## src/rtl/fpu_result_buffer.sv

```systemverilog
// fpu_result_buffer: circular FIFO for FPU results that accrues sticky exception flags on each push.
module fpu_result_buffer #(
    parameter int WIDTH     = 16,
    parameter int TAG_WIDTH = 1,
    parameter int DEPTH     = 4
) (
    input  logic                         clk,
    input  logic                         rst,
    input  logic                         in_valid,
    output logic                         in_ready,
    input  logic [WIDTH-1:0]             in_result,
    input  logic [4:0]                   in_status,
    input  logic [TAG_WIDTH-1:0]         in_tag,
    input  logic                         flush,
    output logic                         out_valid,
    input  logic                         out_ready,
    output logic [WIDTH-1:0]             out_result,
    output logic [4:0]                   out_status,
    output logic [TAG_WIDTH-1:0]         out_tag,
    output logic [$clog2(DEPTH+1)-1:0]   count,
    output logic [4:0]                   fflags,
    input  logic                         fflags_clr
);
    localparam int AW = $clog2(DEPTH);
    localparam int CW = $clog2(DEPTH+1);
    localparam logic [CW-1:0] FULL = CW'(DEPTH);

    logic [WIDTH-1:0]     mem_result [DEPTH];
    logic [4:0]           mem_status [DEPTH];
    logic [TAG_WIDTH-1:0] mem_tag    [DEPTH];
    logic [AW-1:0]        wr_ptr, rd_ptr;
    logic                 push, pop;

    assign in_ready   = count < FULL;
    assign out_valid  = count != '0;
    assign push       = in_valid && in_ready;
    assign pop        = out_valid && out_ready;
    assign out_result = mem_result[rd_ptr];
    assign out_status = mem_status[rd_ptr];
    assign out_tag    = mem_tag[rd_ptr];

    always_ff @(posedge clk) begin
        if (push && !flush) begin
            mem_result[wr_ptr] <= in_result;
            mem_status[wr_ptr] <= in_status;
            mem_tag[wr_ptr]    <= in_tag;
        end
    end

    always_ff @(posedge clk) begin
        if (rst || flush) begin
            wr_ptr <= '0;
            rd_ptr <= '0;
            count  <= '0;
        end else begin
            if (push) wr_ptr <= wr_ptr + AW'(1);
            if (pop) rd_ptr <= rd_ptr + AW'(1);
            if (push && !pop) count <= count + CW'(1);
            else if (pop && !push) count <= count - CW'(1);
        end
    end

    // A push discarded by flush contributes no flags; flush itself never clears them.
    always_ff @(posedge clk) begin
        if (rst) fflags <= '0;
        else if (fflags_clr) fflags <= (push && !flush) ? in_status : 5'b0;
        else if (push && !flush) fflags <= fflags | in_status;
    end
endmodule

```

## config.mk

```make
export PLATFORM = sky130hd
export DESIGN_NAME = fpu_result_buffer
export DESIGN_NICKNAME = d
export VERILOG_FILES = /design/src/rtl/fpu_result_buffer.sv
export SDC_FILE = /design/constraint.sdc
export NUM_CORES = 1
export LEC_CHECK = 0
export CORE_MARGIN = 4
export CORE_UTILIZATION = 53
export CTS_CLUSTER_DIAMETER = 80
export CTS_CLUSTER_SIZE = 20
export DETAILED_ROUTE_END_ITERATION = 7
export HOLD_SLACK_MARGIN = 0.12
export PLACE_DENSITY = 0.85
export SYNTH_ARGS = -nofsm -noshare
export SYNTH_HDL_FRONTEND = slang
export SYNTH_SLANG_ARGS = --single-unit
```

## constraint.sdc

```tcl
create_clock -name clk -period 2.8 [get_ports clk]
set_clock_uncertainty 0.05 [all_clocks]
set_input_delay 0.7 -clock clk [delete_from_list [all_inputs] [get_ports clk]]
set_output_delay 0.7 -clock clk [all_outputs]
set_load 0.005 [all_outputs]
```

==> results of run 1 <==
worst min path at each step:
| stage | end | startpoint | slack [ns] |
|---|---|---|---|
| 5_1_grt | wr_ptr[0] | wr_ptr[0] | 0.57 |
| 2_1_floorplan | flip-flop | rd_ptr[1] | 0.43 |
| 6_report | wr_ptr[1] | wr_ptr[1] | 0.51 |
| 3_3_place_gp | flip-flop | rd_ptr[1] | 0.46 |
| 3_5_place_dp | rd_ptr[1] | rd_ptr[1] | 0.49 |
| 4_1_cts | wr_ptr[1] | wr_ptr[1] | 0.51 |
placed cells by master (no fill, tap or decap), drive strengths merged, types with 4 or more instances in the layout:
cell type / instances
and2: 4
inv: 7
edfxtp: 88
xor2: 4
buf: 11
clkbuf: 10
nor2b: 6
clkdlybuf4s50: 59
mux4: 22
nor2: 12
a21oi: 6
ha: 5
dfxtp: 14
per-layer routing:
layer  global-route usage [%]  up-vias  wire [um]
met5                        0        -          0
met4                     6.23        0        104
met3                     3.86       11        438
met2                     24.8       61       3140
met1                     21.4      947       2730
li1                         -      877          -
flip-flops by register name, indices dropped and copies added (netlist names), named ones only:
signal      flops
count           3
mem_status     20
rd_ptr          2
wr_ptr          2
fflags          5
mem_tag         4
mem_result     64
power groups by stage:
stage,Sequential (mW),Clock (mW),Combinational (mW)
CTS,1.71,0.969,0.287
floorplan,1.74,0,0.129
global route,1.72,1.03,0.311
detailed placement,1.74,0,0.285
global placement,1.74,0,0.281
finish,1.71,0.953,0.285
stage by stage:
stage                     util, %  instance area (um2)  total power, mW
after floorplan                 -                 3850             1.87
after global placement       66.8                 4640             2.02
after detailed placement     66.8                 4640             2.03
after CTS                    69.9                 4850             2.97
after global routing         70.3                 4880             3.06
final                        70.3                 4880             2.95
final cells by class:
type                            count  area [um2]  area share (%)
Sequential cell                   102        2930            60.0
Clock inverter                      7        90.1            1.85
Tap cell                           96         120            2.46
Clock buffer                        9         124            2.54
Inverter                            4        15.0           0.308
Timing Repair Buffer               71         736            15.1
Multi-Input combinational cell     70         870            17.8
kinds of logic (layout without fill, tap and decap cells):
logic type               Yosys count  in the layout  synth area share, %
AO/OA/AOI/OAI                      9              9                 1.88
XOR/XNOR                           5              5                 1.14
adder cells (fa/ha/maj)            6              6                 2.14
buffers and inverters             10             91                 1.62
flip-flops                       102            102                 75.8
multiplexers                      24             24                 13.6
AND/OR/NAND/NOR                   26             26                 3.83
tightest hold or removal path, cell delays in order, from the launching register on:
cell and delay [ns]:
dfxtp_1 0.35, mux2i_1 0.13, nor2_1 0.05
timing repair:
item	in CTS	in global routing
endpoints found under the setup margin	0	3
buffers inserted	0	0
resized for setup	0	2
hold endpoints to repair	0	0
==> impl_metrics.csv, run 1 <==
group,metric,value,unit
critical_path,worst-path-buf-inv,2,
timing,rsz0062_at_grt,"false",
floorplanning,initial_core_util,55.5,%
clock_network,cts_tree,"yes",
timing,finalHoldViolations,0,
power,p_seq_share,58.0,%
critical_path,reg2reg_slack,0.67,ns
logic_synthesis,synth_edf_count,88,
place,place_ws,0.131,ns
critical_path,cp-start-kind,"flip-flop",
flow_run,cap_violations,0,
logic_synthesis,yosysWarningCount,0,
critical_path,reg2reg_to,"count[2]",
logic_synthesis,synth-async-reset-ratio,0,%
detailed_routing,postRouteAntennaNets,0,
logic_synthesis,ys_seq_area_share,75.8,%
floorplanning,die_x,93.3,um
critical_path,critPathSlowestCell,"mux4_1",
place,placedCellCount,342,
worst_hold_path,min_delay_path_depth,2,
timing,setup_viol,0,
global_routing,grt_pass1_vias,1935,
outcome,status,"finished, final reports clean",
timing,tns,0,ns
critical_path,cp_data_arrival_time,1.94,ns
clock_network,cts_max_level,3,
worst_hold_path,min_path_type,"reg -> reg",
timing,fin_ws,0.108,ns
critical_path,end_kind,"output port",
logic_synthesis,synth.most_common_cell,"edfxtp_1",
power,cellInternalPower,2.30,mW
place,port_buffers,59,
global_routing,overflow,0,
clock_network,ctsHoldBuffers,0,
power,p_leak,1.60,nW
critical_path,cpPeakStageDelay,0.58,ns
detailed_routing,routed_wl,6420,um
logic_synthesis,syn_area,3850,um2
power,ir_worst_vdd,0.000323,V
detailed_routing,dr.pass1.iters,4,
critical_path,r2r_cells,7,
detailed_routing,drc,0,
critical_path,crit_path_end,"out_result[15]",
critical_path,cp_cell_sequence,"buf_12, mux4_1, clkdlybuf4s50_1",
critical_path,crit_type,"reg -> out",
global_routing,grt_pass1_wl,10300,um
logic_synthesis,synthTopCellsByArea,"edfxtp_1 69%, mux4_2 12%, dfxtp_1 7.3%",
clock_network,clk_pin_slew_worst_paths,0.10,ns
clock_network,cts_sinks,102,
layout,fillers,448,
floorplanning,die_area,8700,um2
global_routing,track_usage,15.8,%
timing,min_period_over_period,96.1,%
place,post-dp-hpwl,4240,um
power,p_per_area,604,nW/um2
layout,drive_gt1_share,20.5,%
power,sw_frac_of_total,22.1,%
clock_network,clockBufferDepth,2,
logic_synthesis,synth_nets,216,
timing,slew_viol_final,0,
critical_path,cp.required,2.05,ns
layout,final_cells,359,
global_routing,antenna_found_initial,0,
logic_synthesis,yosys.area.top_type,"edfxtp_1",
detailed_routing,drtIter0Drc,96,
logic_synthesis,ys_ff_latch,102,
critical_path,r2r-start,"count[2]",
timing,worst_pin_slew,0.448,ns
floorplanning,num_io_pins,60,
timing,slew_headroom,70.1,%
layout,nets,292,
layout,syn_to_final_growth,26.6,%
logic_synthesis,syn_area_per_cell,21.2,um2
clock_network,insertion_delay,0.35,ns
detailed_routing,vias_per_cell,5.28,
layout,diodes,0,
logic_synthesis,ys.flop_type,"edfxtp_1",
logic_synthesis,ys_types,24,
logic_synthesis,syn_inst,182,
critical_path,critPathTopFamily,"buffers and inverters",
detailed_routing,wire_per_inst,17.9,um
power,clockPowerShare,32.3,%
place,routabilityCongestion,0.705,
critical_path,worst-path-stages,3,
floorplanning,rows,30,
global_routing,grt_max_degree,23,
clock_network,cts_buffers,9,
detailed_routing,num_vias,1896,
logic_synthesis,synthTopCellsByCount,"88 x edfxtp_1, 20 x mux4_2, 14 x dfxtp_1, 12 x nor2_1, 6 x a21oi_1",
timing,final.min_clock_period,2.69,ns
power,p_comb_share,9.7,%
timing,whs,0.511,ns
clock_network,root_buffer,"clkbuf_8",
floorplanning,core_area,6940,um2
logic_synthesis,synth_top_area_share,68.5,%
critical_path,crit_fanout,11,
floorplanning,dieHeight,93.3,um
timing,fmax,371,MHz
power,power_switching,0.651,mW
No activity file was read; power rests on OpenSTA's default activity.
==> run 2, diff against run 1 <==
--- a/config.mk
+++ b/config.mk
@@ -5,6 +5,7 @@
 export SDC_FILE = /design/constraint.sdc
 export NUM_CORES = 1
 export LEC_CHECK = 0
+export ABC_AREA = 1
 export CORE_MARGIN = 4
 export CORE_UTILIZATION = 53
 export CTS_CLUSTER_DIAMETER = 80
==> run 2 against run 1 <==
Critical path depth increased by 1. First-iteration DRC count up 91%. Global-route usage up 1.9 points. Hold slack lost 0.090 ns. Synthesized cell count up 65%. Die area increased by 2.3%. Combinational power about the same. Critical path type unchanged. Worst setup slack better by 0.013 ns. Register-to-register slack improved by 0.30 ns. Via count is 30% higher.
==> impl_metrics.csv, run 2 <==
group,metric,value,unit
clock_network,cts_buffers,9,
detailed_routing,highest_layer,"met4",
timing,worst_pin_slew,0.335,ns
global_routing,grt_pass1_wl,11900,um
detailed_routing,num_vias,2471,
layout,nets,397,
global_routing,overflow,0,
logic_synthesis,synth_top_area_share,66.9,%
global_routing,antenna_found_initial,0,
clock_network,cts_max_level,3,
critical_path,cp-start-kind,"flip-flop",
logic_synthesis,ys_ff_latch,102,
outcome,status,"finished, final reports clean",
place,place_ws,0.315,ns
power,cellInternalPower,2.16,mW
clock_network,cts_sinks,102,
layout,largest_reg_flops,64,
logic_synthesis,syn_area_per_cell,13.2,um2
detailed_routing,wire_per_inst,15.8,um
logic_synthesis,ys_types,21,
critical_path,cp.required,2.05,ns
timing,slew_headroom,77.7,%
detailed_routing,postRouteAntennaNets,0,
floorplanning,die_x,94.3,um
worst_hold_path,min_path_type,"reg -> reg",
detailed_routing,wl_met3,392,um
detailed_routing,met2_length,3760,um
critical_path,end_kind,"output port",
critical_path,cp_cell_sequence,"buf_12, o21ai_0, o22ai_1, clkdlybuf4s50_1",
timing,final.min_clock_period,2.68,ns
timing,finalHoldViolations,0,
clock_network,clk_pin_slew_worst_paths,0.09,ns
clock_network,clockBufferDepth,2,
floorplanning,rows,31,
place,port_buffers,59,
critical_path,critPathSlowestCell,"clkdlybuf4s50_1",
global_routing,track_usage,17.7,%
power,p_comb_share,10.2,%
timing,min_period_over_period,95.7,%
layout,diodes,0,
logic_synthesis,synthTopCellsByCount,"88 x edfxtp_1, 53 x nor2_1, 28 x o21ai_0, 22 x nand2_1, 22 x o22ai_1",
timing,slew_viol_final,0,
power,p_seq_share,60.9,%
timing,fmax,373,MHz
critical_path,cpPeakStageDelay,0.54,ns
layout,final_common_cell,"edfxtp_1",
critical_path,cp_data_arrival_time,1.93,ns
logic_synthesis,syn_inst,300,
place,routabilityCongestion,0.769,
timing,rsz0062_at_grt,"false",
floorplanning,core_area,7250,um2
power,power,2.80,mW
detailed_routing,wl_met1,3110,um
global_routing,grt_max_degree,45,
floorplanning,initial_core_util,54.5,%
clock_network,ctsHoldBuffers,0,
power,power_switching,0.643,mW
clock_network,root_buffer,"clkbuf_8",
place,post-dp-hpwl,4740,um
detailed_routing,vias_per_cell,5.29,
timing,setup_viol,0,
power,ir_worst_vdd,0.000302,V
layout,syn_to_final_growth,21.8,%
logic_synthesis,synth-async-reset-ratio,0,%
logic_synthesis,yosys.area.top_type,"edfxtp_1",
clock_network,cts_tree,"yes",
critical_path,worst-path-buf-inv,2,
logic_synthesis,synthTopCellsByArea,"edfxtp_1 67%, dfxtp_1 7.1%, nor2_1 5.0%",
critical_path,crit_type,"reg -> out",
timing,fin_ws,0.122,ns
layout,drive_gt1_share,8.97,%
power,p_per_area,583,nW/um2
floorplanning,die_area,8900,um2
detailed_routing,drtIter0Drc,183,
layout,layout_common_cells,"88 x edfxtp_1, 59 x clkdlybuf4s50_1, 49 x nor2_1, 28 x o21ai_0",
logic_synthesis,syn_area,3950,um2
flow_run,cap_violations,0,
layout,top_register,"mem_result",
detailed_routing,dr.pass1.iters,4,
floorplanning,dieHeight,94.3,um
logic_synthesis,synth.most_common_cell,"edfxtp_1",
floorplanning,num_io_pins,60,
logic_synthesis,ys.flop_type,"edfxtp_1",
logic_synthesis,ys_seq_area_share,74.0,%
clock_network,insertion_delay,0.35,ns
critical_path,crit_fanout,32,
layout,reg.largest.list,"mem_result x64, mem_status x20, fflags x5",
logic_synthesis,synth_nets,334,
detailed_routing,routed_wl,7390,um
power,sw_frac_of_total,22.9,%
power,clockPowerShare,28.9,%
logic_synthesis,synth_edf_count,88,
detailed_routing,drc,0,
power,p_leak,1.63,nW
critical_path,critPathTopFamily,"buffers and inverters",
global_routing,grt_pass1_vias,2470,
logic_synthesis,yosysWarningCount,0,
-- run 2: final cells by class --
type                    instances  area [um2]
multi-input cells             167         850
clock inverters                 7        47.5
fillers                       524        2440
well taps                      99         124
clock buffers                   9         124
repair buffers                 65         661
flip-flops and latches        102        2930
inverters                      18        77.6
-- run 2: layer usage --
layer	GRT usage, %	vias to the layer above
li1	-	1200
met2	30.7	68
met1	21.6	1193
met4	7.22	0
met5	0	-
met3	3.75	10
-- run 2: what timing repair did --
item / in CTS / in global routing
cloned: 0 / 0
resized for setup: 0 / 4
setup buffers: 0 / 0
setup endpoints to repair: 1 / 13
-- run 2: path summary, 6_finish.rpt --
| kind | depth (start not counted) | to | from | slack (ns) |
|---|---|---|---|---|
| min | 2 | fflags[2] | fflags[2] | 0.42 |
| max reg2reg | 12 | count[2] | count[1] | 0.97 |
| min reg2reg | 2 | fflags[2] | fflags[2] | 0.42 |
| max | 4 | out_result[6] | flip-flop | 0.12 |
-- run 2: worst register-to-register path, delay by kind of cell (launching register included) --
| kind | cells | cell delay [ns] |
|---|---|---|
| adder cells (fa/ha/maj) | 2 | 0.56 |
| flip-flops | 1 | 0.36 |
| buffers and inverters | 2 | 0.12 |
| AND/OR/NAND/NOR | 8 | 0.64 |
-- run 2: cells by family (layout without fill, tap and decap cells) --
kind of cell,Yosys count,in the layout,share of synthesized area [%]
AO/OA/AOI/OAI,79,79,10.7
XOR/XNOR,1,1,0.222
adder cells (fa/ha/maj),6,6,2.09
buffers and inverters,31,99,4.78
flip-flops,102,102,74.0
AND/OR/NAND/NOR,81,81,8.23
-- run 2: stage by stage --
stage / std cells / setup TNS [ns] / area (um2) / util, % / hold WS (ns)
detailed placement: 451 / 0 / 4630 / 63.9 / 0.410
floorplan: 300 / 0 / 3950 / - / 0.404
global route: 467 / 0 / 4810 / 66.3 / 0.449
CTS: 467 / -0.00381 / 4800 / 66.2 / 0.428
global placement: 451 / 0 / 4630 / 63.9 / 0.408
finish: 467 / 0 / 4810 / 66.3 / 0.421
-- run 2: power by group through the flow --
stage	clock [mW]	combinational [mW]	sequential (mW)
after global routing	0.896	0.316	1.71
after floorplan	0	0.133	1.74
after detailed placement	0	0.287	1.74
after CTS	0.825	0.289	1.71
after global placement	0	0.277	1.74
final	0.809	0.286	1.71
==> patch 1 (flow settings as in run 2) <==
The parameter `DEPTH` goes from 4 to 8.
--- a/src/rtl/fpu_result_buffer.sv
+++ b/src/rtl/fpu_result_buffer.sv
@@ -4,3 +4,3 @@
     parameter int TAG_WIDTH = 1,
-    parameter int DEPTH     = 4
+    parameter int DEPTH     = 8
 ) (
Interface: changed (resized count); port bits go from 60 to 61. The function was not compared with the original's and may differ.
==> patch 1 against run 2 <==
  * Via count is 120% higher
  * Synthesized area is 100% higher
  * Sequential cell count increased by 92
  * Cell count grew 110%
  * Routed wire length rose by 140%
  * Setup slack got worse by 53 ps
  * First-iteration DRC count rose to 3.6 times the old value
  * Design area is 100% higher
  * Total power is 120% higher
  * Highest routed layer unchanged
==> patch 1: results <==
[layout]
final_net_count = 823
design_area_sq_um = 9790
top_registers = "mem_result (128), mem_status (40), mem_tag (8)"
layoutNonFillerInstCount = 985
antennaDiodeCount = 0
final_layout_size_suffix_gt1_frac = 0.146
fill_cells = 940

[logic_synthesis]
synth.top_cells.by_area = "sky130_fd_sc_hd__edfxtp_1 67%, sky130_fd_sc_hd__nor2_1 7.9%, sky130_fd_sc_hd__nand2_1 6.8%, sky130_fd_sc_hd__dfxtp_1 4.5%, sky130_fd_sc_hd__o21ai_0 3.3%"
yosysWarnings = 0
synthesized_net_count = 734
synth.avg_cell_area_sq_um = 11.4
synth_seq_area_share = 0.711
synth_cell_types = 29
synth-edff-count = 176
yosys-top-cells-count = "176 x sky130_fd_sc_hd__edfxtp_1, 167 x sky130_fd_sc_hd__nor2_1, 143 x sky130_fd_sc_hd__nand2_1"
postSynth.asyncResetShare = 0

[critical_path]
r2r-start = "count[1]$_SDFFE_PP0P_"
worst-path-max-fanout = 8
worst_ep_arrival_time_ps = 1980
critical_path.top_delay_family = "buffers and inverters"
timing.critical_path.from_type = "flop"
cpPeakStageDelay_ps = 350
r2r_setup_slack_ps = 640
crit-reg2reg-capture = "count[3]$_SDFFE_PP0P_"
critical-path-slowest-cell = "sky130_fd_sc_hd__dfxtp_4"
worst_r2r_path_depth = 11

[global_routing]
wire_length_of_the_first_global_routing_pass_um = 26600
grt_antenna_before_repair = 0
first_global_vias = 5272
grt_max_degree = 45
grt_use_total = 0.208

[worst_hold_path]
min_delay_worst_endpoint = "fflags[0]$_SDFFE_PP0P_"
hold_path_class = "flop to flop"
min_delay_src = "fflags[0]$_SDFFE_PP0P_"
hold_path_depth = 2

[detailed_routing]
drt_first_iter_violations = 656
firstDrtPassIters = 5
via_per_inst = 5.57
wl_per_cell_um = 18.3

[power_and_ir_drop]
static-leakage-power_nw = 3.73
net-switching-power_w = 0.00146
peakVddDrop_v = 0.000438

[place]
postPlaceCellArea_sq_um = 8830
post-place-cells = 933
portBuffers = 60
replace_congestion = 0.760
place_hpwl_um = 9240

[cts]
h_tree_lvl_count = 4
cts_inserted_buffers = 17
ctsRootBufferMaster = "sky130_fd_sc_hd__clkbuf_16"
clock_latency_ps = 430
cts_max_path_buffers = 2
clk_transition_reported_paths_ps = 70

[status]
status = "completed"

[timing]
worst_hold_slack_ps = 415
worst_pin_slew_ps = 375
-- patch 1: area by class of cell --
cell class / count / share of cell area
tap: 184 / 0.0235
clock inverter: 13 / 0.0134
inverter: 15 / 0.00780
timing repair buffer: 103 / 0.125
multi-input combinational: 458 / 0.209
sequential: 194 / 0.577
clock buffer: 18 / 0.0438
-- patch 1: repair_timing --
item,in CTS,in global routing
buffers inserted,5,12
pin swaps,0,2
endpoints found under the setup margin,22,13
hold buffers,0,0
resized for setup,35,32
gates cloned,1,3
-- patch 1: cell families after synthesis --
kind of cell | Yosys count | share of synthesized area
compound gates | 104 | 0.0658
xor+xnor | 2 | 0.00221
fa+ha+maj | 6 | 0.0104
buf+inv | 48 | 0.0361
flops | 194 | 0.711
simple gates | 346 | 0.175
-- patch 1: tightest hold or removal path, delay by kind of cell (launching register included) --
kind	cells	cell delay (ps)
flip-flops	1	310
AND/OR/NAND/NOR	1	60
AO/OA/AOI/OAI	1	50
-- patch 1: worst max-delay path by stage --
stage                                             to  cells past startpoint
final                                  out_result[5]                     10
after global routing                  out_result[15]                     10
after CTS                              out_status[0]                      9
after detailed placement       count[3]$_SDFFE_PP0P_                     10
after global placement         count[3]$_SDFFE_PP0P_                     10
after floorplan           mem_result[1][0]$_DFFE_PP_                      4
-- patch 1: metal layers --
metal,vias to the layer above,GRT usage,share of wire
li1,2550,-,-
met5,-,0,0
met1,2575,0.255,0.38
met4,0,0.105,0.031
met3,51,0.0533,0.089
met2,310,0.343,0.50
-- patch 1: power groups by stage --
stage	Sequential [W]	Clock [W]	Combinational (W)
floorplan	0.00329	0	0.000314
global route	0.00323	0.00245	0.000711
detailed placement	0.00330	0	0.000555
CTS	0.00323	0.00233	0.000600
finish	0.00323	0.00233	0.000648
global placement	0.00330	0	0.000537
-- patch 1: metrics by stage --
| stage | setup slack, ps | total power (W) |
|---|---|---|
| after global routing | -30.5 | 0.00639 |
| after CTS | -65.2 | 0.00615 |
| after detailed placement | 99.1 | 0.00385 |
| after global placement | 178 | 0.00383 |
| after floorplan | 257 | 0.00360 |
| final | 68.3 | 0.00620 |
==> patch 2 (settings of run 2) <==
Made on the original files. Put one more register stage on the output `fflags`, with the module's reset. The value now appears one clock later. The other outputs are not delayed to match.
--- a/src/rtl/fpu_result_buffer.sv
+++ b/src/rtl/fpu_result_buffer.sv
@@ -26,2 +26,4 @@
     localparam logic [CW-1:0] FULL = CW'(DEPTH);
+
+    logic [4:0] fflags_s0;
 
@@ -64,6 +66,14 @@
     always_ff @(posedge clk) begin
-        if (rst) fflags <= '0;
-        else if (fflags_clr) fflags <= (push && !flush) ? in_status : 5'b0;
-        else if (push && !flush) fflags <= fflags | in_status;
+        if (rst) fflags_s0 <= '0;
+        else if (fflags_clr) fflags_s0 <= (push && !flush) ? in_status : 5'b0;
+        else if (push && !flush) fflags_s0 <= fflags_s0 | in_status;
     end
+    always_ff @(posedge clk) begin
+        if (rst) begin
+            fflags <= '0;
+        end else begin
+            fflags <= fflags_s0;
+        end
+    end
+
 endmodule
Check against the original RTL: not equivalent (a bounded check fails within 4 cycles, from zero or initial values and one cycle with rst high).
==> patch 2 against run 2 <==
  * First-iteration DRC count decreased by 5.5%
  * Synthesized area up 3.5%
  * Critical path depth up 1
  * Sequential share of layout area decreased by 0.36 points
  * Setup slack better by 14 ps
  * Die area is 3.2% higher
  * Total power up 12%
  * Sequential cell count increased by 5
  * Global-route usage rose by 0.47 points
  * Routed wire length is 2.9% higher
  * Count of clock-buffer cells in the layout increased by 1
  * Design area increased by 3.9%
  * Highest routed layer unchanged
==> patch 2: results <==
[status]
status = "completed"

[logic_synthesis]
complex_gate_fraction_of_the_synthesized_area = 0.0973
synth-adder-area-share = 0.0202
synth.avg_cell_area_sq_um = 12.9
synth_cell_types = 20
yosys-top-cells-count = "88 x sky130_fd_sc_hd__edfxtp_1, 58 x sky130_fd_sc_hd__nor2_1, 28 x sky130_fd_sc_hd__o21ai_0"
synth_xor_xnor_area_share = 0.00214
synthesized_net_count = 350

[detailed_routing]
total_number_of_vias = 2528
drt_first_iter_violations = 173
via_per_inst = 5.23
met2RoutedLength_um = 3920
met3_wirelength_um = 314

[timing]
relSlewSlack = 0.777

[critical_path]
worst-path-max-fanout = 45
worst_ep_arrival_time_ps = 1910

[global_routing]
grt_use_total = 0.182
routing_usage_on_met2 = 0.307
first_global_vias = 2565
global_route.usage.met1 = 0.231

[place]
post-place-cells = 467

[layout]
top_registers = "mem_result (64), mem_status (20)"
final_net_count = 413

[power_and_ir_drop]
peakVddDrop_v = 0.000334
static-leakage-power_nw = 1.75

[worst_hold_path]
min_delay_src = "fflags_s0[4]$_SDFFE_PP0P_"
[patch 2: cell count changes in the layout (fill, tap and decap cells not counted), moves of 2 or more]
cell and change:
sky130_fd_sc_hd__dfxtp_1 +6, sky130_fd_sc_hd__a21oi_1 -5, sky130_fd_sc_hd__inv_1 +5, sky130_fd_sc_hd__nand3_1 +5, sky130_fd_sc_hd__nor2_1 +5, sky130_fd_sc_hd__bufinv_16 +3
sky130_fd_sc_hd__clkinv_2 -2, sky130_fd_sc_hd__inv_6 -2
[patch 2: cell type report]
type,instances,area share
clock buffer,10,0.0255
sequential,107,0.605
tap,99,0.0248
clock inverter,6,0.0223
multi-input combinational,172,0.173
timing repair buffer,65,0.130
inverter,24,0.0200
[patch 2: metrics by stage]
stage | worst slack, ps | instance area, sq um | total power, W | utilization | hold slack, ps
global route | 14.0 | 5000 | 0.00329 | 0.678 | 399
finish | 135 | 5000 | 0.00315 | 0.678 | 372
CTS | 63.2 | 4990 | 0.00317 | 0.678 | 370
detailed placement | 328 | 4760 | 0.00210 | 0.645 | 367
global placement | 404 | 4760 | 0.00209 | 0.645 | 362
floorplan | 422 | 4090 | 0.00194 | - | 350
[patch 2: worst reg2reg max path: stages (launching register included)]
cell	delay, ps
sky130_fd_sc_hd__dfxtp_1	370
sky130_fd_sc_hd__nor2_1	110
sky130_fd_sc_hd__nand2_1	130
sky130_fd_sc_hd__nand2_2	110
sky130_fd_sc_hd__ha_1	180
sky130_fd_sc_hd__inv_1	70
sky130_fd_sc_hd__fa_1	380
sky130_fd_sc_hd__inv_1	60
sky130_fd_sc_hd__nand2_1	40
sky130_fd_sc_hd__nand3_1	70
sky130_fd_sc_hd__nand2_1	60
sky130_fd_sc_hd__nand2_1	60
sky130_fd_sc_hd__nor2_1	40
